### src/rtl/jtag_gpio_regs.sv
// JTAG data-register back end: BYPASS / GPIO_CONFIG / GPIO_DATA / IDCODE chains driving GPIO registers.
// Define JTAG_GPIO_SYNC_EN to pass gpio_in through a 2-flop tck synchronizer before DATA capture.
module jtag_gpio_regs #(
    parameter int          IR_BITS  = 4,
    parameter int          NR_GPIOS = 8,
    parameter logic [31:0] IDCODE   = 32'h1234_5679
) (
    input  logic                tck,
    input  logic                reset,
    input  logic                tdi,
    output logic                tdo,
    input  logic [IR_BITS-1:0]  ir,
    input  logic                capture_dr,
    input  logic                shift_dr,
    input  logic                update_dr,
    input  logic [NR_GPIOS-1:0] gpio_in,
    output logic [NR_GPIOS-1:0] gpio_out,
    output logic [NR_GPIOS-1:0] gpio_oe
);

    typedef enum logic [1:0] {
        CH_BYPASS = 2'd0,
        CH_CONFIG = 2'd1,
        CH_DATA   = 2'd2,
        CH_IDCODE = 2'd3
    } chain_e;

    chain_e              sel_chain;
    logic [NR_GPIOS-1:0] pins_sampled;

    logic                bypass_sr_q, bypass_sr_d;
    logic [NR_GPIOS-1:0] cfg_sr_q,    cfg_sr_d;
    logic [NR_GPIOS-1:0] data_sr_q,   data_sr_d;
    logic [31:0]         id_sr_q,     id_sr_d;
    logic [NR_GPIOS-1:0] gpio_oe_q,   gpio_oe_d;
    logic [NR_GPIOS-1:0] gpio_out_q,  gpio_out_d;

    // Unassigned instruction codes fall back to BYPASS.
    always_comb begin
        if (ir == IR_BITS'(1))
            sel_chain = CH_CONFIG;
        else if (ir == IR_BITS'(2))
            sel_chain = CH_DATA;
        else if (ir == IR_BITS'(3))
            sel_chain = CH_IDCODE;
        else
            sel_chain = CH_BYPASS;
    end

`ifdef JTAG_GPIO_SYNC_EN
    logic [NR_GPIOS-1:0] sync1_q, sync2_q;

    always_ff @(posedge tck) begin
        if (reset) begin
            sync1_q <= '0;
            sync2_q <= '0;
        end else begin
            sync1_q <= gpio_in;
            sync2_q <= sync1_q;
        end
    end

    assign pins_sampled = sync2_q;
`else
    assign pins_sampled = gpio_in;
`endif

    // Strobe priority is capture > shift > update; only the selected chain moves.
    always_comb begin
        bypass_sr_d = bypass_sr_q;
        cfg_sr_d    = cfg_sr_q;
        data_sr_d   = data_sr_q;
        id_sr_d     = id_sr_q;
        gpio_oe_d   = gpio_oe_q;
        gpio_out_d  = gpio_out_q;
        unique case (sel_chain)
            CH_BYPASS: begin
                if (capture_dr)
                    bypass_sr_d = 1'b0;
                else if (shift_dr)
                    bypass_sr_d = tdi;
            end
            CH_CONFIG: begin
                if (capture_dr)
                    cfg_sr_d = gpio_oe_q;
                else if (shift_dr)
                    cfg_sr_d = NR_GPIOS'({tdi, cfg_sr_q} >> 1);
                else if (update_dr)
                    gpio_oe_d = cfg_sr_q;
            end
            CH_DATA: begin
                if (capture_dr)
                    data_sr_d = pins_sampled;
                else if (shift_dr)
                    data_sr_d = NR_GPIOS'({tdi, data_sr_q} >> 1);
                else if (update_dr)
                    gpio_out_d = data_sr_q;
            end
            CH_IDCODE: begin
                if (capture_dr)
                    id_sr_d = IDCODE;
                else if (shift_dr)
                    id_sr_d = {tdi, id_sr_q[31:1]};
            end
            default: ;
        endcase
    end

    always_ff @(posedge tck) begin
        if (reset) begin
            bypass_sr_q <= 1'b0;
            cfg_sr_q    <= '0;
            data_sr_q   <= '0;
            id_sr_q     <= '0;
            gpio_oe_q   <= '0;
            gpio_out_q  <= '0;
        end else begin
            bypass_sr_q <= bypass_sr_d;
            cfg_sr_q    <= cfg_sr_d;
            data_sr_q   <= data_sr_d;
            id_sr_q     <= id_sr_d;
            gpio_oe_q   <= gpio_oe_d;
            gpio_out_q  <= gpio_out_d;
        end
    end

    // tdo is quiet outside strobes, so the bit after capture is sr[0] of the fresh snapshot.
    always_comb begin
        tdo = 1'b0;
        if (!reset && (capture_dr || shift_dr || update_dr)) begin
            unique case (sel_chain)
                CH_BYPASS: tdo = bypass_sr_q;
                CH_CONFIG: tdo = cfg_sr_q[0];
                CH_DATA:   tdo = data_sr_q[0];
                CH_IDCODE: tdo = id_sr_q[0];
                default:   tdo = 1'b0;
            endcase
        end
    end

    assign gpio_oe  = gpio_oe_q;
    assign gpio_out = gpio_out_q;

endmodule
### config.mk
export PLATFORM = sky130hd
export DESIGN_NAME = jtag_gpio_regs
export DESIGN_NICKNAME = d
export VERILOG_FILES = /design/src/rtl/jtag_gpio_regs.sv
export SDC_FILE = /design/constraint.sdc
export NUM_CORES = 1
export LEC_CHECK = 0
export ABC_AREA = 0
export BUFFER_PORTS_ARGS = -buffer_cell sky130_fd_sc_hd__buf_2
export CAP_MARGIN = 20
export CORE_MARGIN = 2
export CORE_UTILIZATION = 50
export DETAILED_ROUTE_END_ITERATION = 8
export PLACE_DENSITY = 0.69
export SYNTH_ARGS = -nofsm -noshare
export SYNTH_HDL_FRONTEND = slang
export SYNTH_SLANG_ARGS = --single-unit
### constraint.sdc
create_clock -name tck -period 1.45 [get_ports tck]
set_input_delay 0.29 -clock tck [delete_from_list [all_inputs] [get_ports tck]]
set_output_delay 0.29 -clock tck [all_outputs]
set_load 0.005 [all_outputs]
==> reports/summary.txt, run 1 <==
min Tclk post-route - 1530 ps
Final Max Slew Viols - 0
Detailed Place HPWL - 3.86 mm
DRT Pass-1 Iters - 5
Distinct cells, synth - 32
count leader, synth - dfxtp_1
first-pass GRT wire length - 10.4 mm
area fraction in compound gates after synthesis - 10.7%
nets - 369
final hold violations - 0
Clock transition at path regs - 70 ps
Relative slew margins - 75.1%
PD cells - 1100 mW/mm2
CP cell instances - mux2_4, o221a_4, buf_6
FILL cells - 475
gr ovfl total - 0
worst hold path class - input port to flip-flop
leak pwr - 1.32 nW
share of layout cells above drive strength 1 - 28.9%
slowest stage delay, CP - 330 ps
CTS buffer count - 9
crit-path max FO - 2
synth top area cells - dfxtp_1 (44%), mux2i_1 (16%), nand2b_1 (7.0%)
post-route antenna net violation count - 0
Final Cycle Share - 105%
top_reg_cell synth - dfxtp_1
row cnt - 27
core area - 0.00557 mm2
initial antenna violation count - 0
yosys warns - 0
Die H - 80.6 um
setup TNS - -78.1 ps
Startpoint Class - flip-flop
Design Area, Final - 0.00362 mm2
Layout area overhead - 23.3%
Port-buffer cells - 34
Total Wirelength - 6.22 mm
post-DR vias/cell - 5.52
Root Driver - clkbuf_8
Net Count, Synth - 328
worst clock skew - 5.99 ps
register area share after synthesis - 44.3%
Placer Congestion - 0.787
# setup viols final - 1
Synth top area share - 44.3%
Ports - 35
Post-synth EDFFs - 0
XOR/XNOR share of the synthesized area - 0%
failing checks - setup timing
cell area after synthesis - 0.00294 mm2
Worst setup EP type - output port
mux cell area share after synthesis - 16.1%
Die ar. - 0.00650 mm2
Initial Utilization - 52.7%
slowest stage cell, crit path - dfxtp_2
Synth top cells by count - dfxtp_1 (65), mux2i_1 (46), nand2b_1 (33), a21oi_1 (32), clkbuf_1 (24)
H-tree levels - 3
simple-gate share of the synthesized area - 24.2%
Layout Cells excl Fill - 428
flops & latches, synth - 65
Inst Count DP - 412
maximum number of pins on one net before global-route repair - 38
Routed WL per cell - 14.5 um
maximum clock path buffer count - 2
die width - 80.6 um
worst setup margin - -78.1 ps
# DRC - 0
combinational family with the most area after synthesis - simple AND/OR/NAND/NOR gates
CTS tree - yes
FMAX - 654 MHz
via count - 2,361
area share of fa/ha/maj cells after synthesis - 0%
Req. time, crit path - 1160 ps
Tot Pwr - 0.00400 W
status - complete, but fails checks
Post-DP Area - 0.00333 mm2
worst skew pair latency - 340 ps
Avg Cell Area, Syn - 9.47 um2
unrepaired setup endpoints after global routing - true
number of global-route vias before repair - 2,248
VDD IR-drop max - 0.881 mV
initial drt markers - 160
max_cap viols - 0
kind of critical path - flip-flop to output port
cell taking the most area after synthesis - dfxtp_1
gr usage total - 20.7%
Gate Count Post-Synth - 310
WP data arrival - 1240 ps
clk sinks - 65
Diodes inserted - 0
Tightest Pin Transition - 371 ps
asr flop ratio synth - 0%
-- per-layer routing --
layer	track usage, %	wire length, um
met1	25.7	2910
met2	32.8	2990
met3	8.76	267
met4	5.76	55
met5	0	0
-- layout by cell type, fill, tap and decap left out --
cell	netlist	routed
nand4b_1	17	17
o32ai_1	1	1
clkinv_2	0	3
buf_6	1	1
mux2i_1	46	46
dfxtp_1	65	63
buf_2	5	32
nor3_1	16	16
and3_1	1	1
a21o_1	2	2
bufinv_16	0	3
or3b_2	1	1
o221a_4	0	1
or3_1	1	1
o21a_1	1	1
a211oi_4	0	1
buf_12	0	4
nor3b_2	0	1
clkbuf_8	0	10
o2bb2ai_1	1	1
and4b_1	1	1
inv_2	0	1
nor2_1	2	2
nor3_4	1	1
nor2b_1	2	2
or3b_4	0	1
or2_2	14	14
nor4_1	14	14
a21oi_1	32	32
buf_4	1	24
o21ai_0	19	18
mux2_4	0	1
nor4b_4	0	1
o21ai_2	0	1
nand2b_1	33	33
nand2_1	2	2
dfxtp_2	0	2
-- worst paths after layout --
check,from,to,slack (ps),cells past startpoint
max reg2reg,gpio_oe[0],cfg_sr_q[0],530,3
min,gpio_in[7],data_sr_q[7],330,4
min reg2reg,gpio_out[1],gpio_out[1],470,2
max,id_sr_q[0],tdo,-80,3
-- flip-flops by register name, indices dropped and copies added, names as in the netlist --
| register | flops |
|---|---|
| id_sr_q | 32 |
| bypass_sr_q | 1 |
| gpio_out | 8 |
| cfg_sr_q | 8 |
| data_sr_q | 8 |
| gpio_oe | 8 |
-- cell families after synthesis --
group                  after synthesis
DFF                                 65
AOI/OAI and AO/OA                   58
buffers and inverters               32
and+or+nand+nor                    108
muxes                               47
-- timing repair --
item                                    in CTS  in global routing
cloned                                       0                  0
hold buffers                                 0                  0
buffers inserted                             1                  0
endpoints found under the setup margin       1                  1
resized for setup                           10                  1
pin swaps                                    1                  0
-- area by class of cell --
| class | instances | area [um2] | area share [%] |
|---|---|---|---|
| well taps | 72 | 90.1 | 2.49 |
| repair buffers | 61 | 432 | 11.9 |
| clock inverters | 6 | 105 | 2.90 |
| clock buffers | 10 | 138 | 3.80 |
| multi-input cells | 213 | 1550 | 42.8 |
| flip-flops and latches | 65 | 1300 | 36.0 |
| inverters | 1 | 3.75 | 0.104 |
-- metrics by stage --
| stage | hold slack [ps] | util [%] | setup slack [ps] |
|---|---|---|---|
| floorplan | 450 | - | -20.7 |
| global placement | 458 | 59.8 | -286 |
| detailed placement | 460 | 59.8 | -316 |
| CTS | 309 | 64.8 | -99.9 |
| global route | 329 | 64.9 | -133 |
| finish | 331 | 64.9 | -78.1 |
-- report_power, final --
group	internal (W)	switching, W
clock network	0.00118	0.000694
registers	0.00180	0.00000880
logic	0.000145	0.000172
-- worst max-delay path, delay by kind of cell (launching register included) --
kind | cells | cell delay (ps)
buffers and inverters | 1 | 110
DFF | 1 | 330
AOI/OAI and AO/OA | 1 | 210
muxes | 1 | 250
Power figures use the tool's default switching activity.
==> run 2, diff against run 1 <==
Settings changed: CORE_ASPECT_RATIO set to 1.5, RECOVER_POWER set to 25.
==> reports/summary.txt, run 2 (synthesis gave the netlist of run 1 again) <==
status - complete, but fails checks (unchanged)
failing checks - setup timing (unchanged)
initial antenna violation count - 0 (unchanged)
Placer Congestion - 0.715 (was 0.787)
Req. time, crit path - 1160 ps (about the same)
Layout Cells excl Fill - 431 (was 428)
max reg flops - 32 (unchanged)
max_cap viols - 0 (unchanged)
Sw Share - 22.3% (was 21.9%)
worst skew pair latency - 340 ps (about the same)
# setup viols final - 1 (unchanged)
final hold violations - 0 (unchanged)
Ports - 35 (unchanged)
share of layout cells above drive strength 1 - 27.9% (was 28.9%)
PD cells - 1020 mW/mm2 (was 1100 mW/mm2)
Tightest Pin Transition - 680 ps (was 371 ps)
Reg with most FFs - id_sr_q (unchanged)
clk sinks - 65 (unchanged)
crit-path max FO - 2 (unchanged)
Total Wirelength - 5.98 mm (was 6.22 mm)
Initial Utilization - 51.1% (was 52.7%)
maximum number of pins on one net before global-route repair - 65 (was 38)
H-tree levels - 3 (unchanged)
FILL cells - 507 (was 475)
switching power - 0.000811 W (was 0.000874 W)
post-route antenna net violation count - 0 (unchanged)
CTS tree - yes (unchanged)
Routed WL per cell - 13.9 um (was 14.5 um)
core area - 0.00574 mm2 (was 0.00557 mm2)
Gate power share - 8.6% (was 7.9%)
Post-CTS Setup Bufs - 0 (was 1)
first-pass GRT wire length - 10.3 mm (was 10.4 mm)
worst hold path class - input port to flip-flop (unchanged)
Sequential Power Share - 49.8% (was 45.2%)
gr ovfl total - 0 (unchanged)
maximum clock path buffer count - 2 (unchanged)
Internal - 0.00282 W (was 0.00313 W)
initial drt markers - 198 (was 160)
Diodes inserted - 0 (unchanged)
commonest non-fill, non-tap cell in the layout - dfxtp_1 (unchanged)
Clock transition at path regs - 70 ps (about the same)
WP data arrival - 1260 ps (was 1240 ps)
Worst setup EP type - output port (unchanged)
post-placement setup slack - -183 ps (was -316 ps)
row cnt - 34 (was 27)
Startpoint Class - flip-flop (unchanged)
Post-DP Area - 0.00337 mm2 (was 0.00333 mm2)
Die ar. - 0.00651 mm2 (was 0.00650 mm2)
Final Cycle Share - 107% (was 105%)
worst clock skew - 3.91 ps (was 5.99 ps)
Port-buffer cells - 34 (unchanged)
worst setup margin - -101 ps (was -78.1 ps)
VDD IR-drop max - 0.708 mV (was 0.881 mV)
Clock power frac - 41.5% (was 46.8%)
CTS buffer count - 9 (unchanged)
Inst Count DP - 417 (was 412)
unrepaired setup endpoints after global routing - true (unchanged)
Design Area, Final - 0.00357 mm2 (was 0.00362 mm2)
gr usage total - 20.2% (was 20.7%)
DRT Pass-1 Iters - 4 (was 5)
leak pwr - 1.29 nW (was 1.32 nW)
most frequent cells in the layout - dfxtp_1 (63), mux2i_1 (46), nand2b_1 (33) (unchanged)
min Tclk post-route - 1550 ps (was 1530 ps)
Die H - 97.8 um (was 80.6 um)
Final Max Slew Viols - 0 (unchanged)
nets - 373 (was 369)
kind of critical path - flip-flop to output port (unchanged)
FMAX - 645 MHz (was 654 MHz)
sequential cell area - 0.00130 mm2 (unchanged)
footprint of the multi-input gates - 0.00153 mm2 (was 0.00155 mm2)
die width - 66.6 um (was 80.6 um)
number of global-route vias before repair - 2,242 (was 2,248)
Detailed Place HPWL - 4.00 mm (was 3.86 mm)
Layout area overhead - 21.7% (was 23.3%)
post-DR vias/cell - 5.52 (about the same)
# DRC - 0 (unchanged)
Relative slew margins - 54.7% (was 75.1%)
Root Driver - clkbuf_8 (unchanged)
via count - 2,378 (was 2,361)
-- run 2: per-stage QoR --
step                      utilization, %  hold slack (ps)  power (W)  setup TNS (ps)
after global placement              58.6              457    0.00216           -5050
final                               62.2              338    0.00363            -101
after detailed placement            58.6              462    0.00216           -5610
after floorplan                        -              450    0.00204            -184
after CTS                           62.1              331    0.00367            -117
after global routing                62.2              365    0.00377            -257
-- run 2: final timing paths --
check	start	to	slack, ps	cells past startpoint
min reg2reg	gpio_out[7]	gpio_out[7]	470	2
min	gpio_in[7]	data_sr_q[7]	340	4
max reg2reg	gpio_oe[6]	cfg_sr_q[6]	510	3
max	data_sr_q[0]	tdo	-100	3
-- run 2: per-layer routing --
| metal | track usage [%] | share of wire, % | wire (um) | vias up |
|---|---|---|---|---|
| li1 | - | - | - | 1202 |
| met1 | 25.6 | 45 | 2700 | 1119 |
| met2 | 31.2 | 48 | 2890 | 46 |
| met3 | 5.65 | 4.3 | 256 | 11 |
| met4 | 10.0 | 2.1 | 126 | 0 |
| met5 | 0 | 0 | 0 | - |
-- run 2: final cells by class --
class / count / share of cell area [%]
inverters: 1 / 0.105
multi-input cells: 213 / 42.8
clock inverters: 3 / 1.12
clock buffers: 12 / 4.34
flip-flops and latches: 65 / 36.5
repair buffers: 65 / 12.7
well taps: 72 / 2.52
-- run 2: power by group through the flow --
stage | Clock, W | Sequential [W] | Combinational [W]
final | 0.00151 | 0.00181 | 0.000314
after detailed placement | 0 | 0.00185 | 0.000313
after global placement | 0 | 0.00185 | 0.000309
after global routing | 0.00162 | 0.00181 | 0.000342
after floorplan | 0 | 0.00185 | 0.000188
after CTS | 0.00155 | 0.00181 | 0.000314
-- run 2: critical path, cell delays in order (launching register included) --
cell	delay, ps
dfxtp_2	320
mux2_4	270
o221a_4	220
buf_6	110
-- run 2: timing repair --
action / in CTS / in global routing
pin swaps: 0 / 0
hold buffers: 0 / 0
resized for setup: 3 / 4
endpoints found under the setup margin: 1 / 1
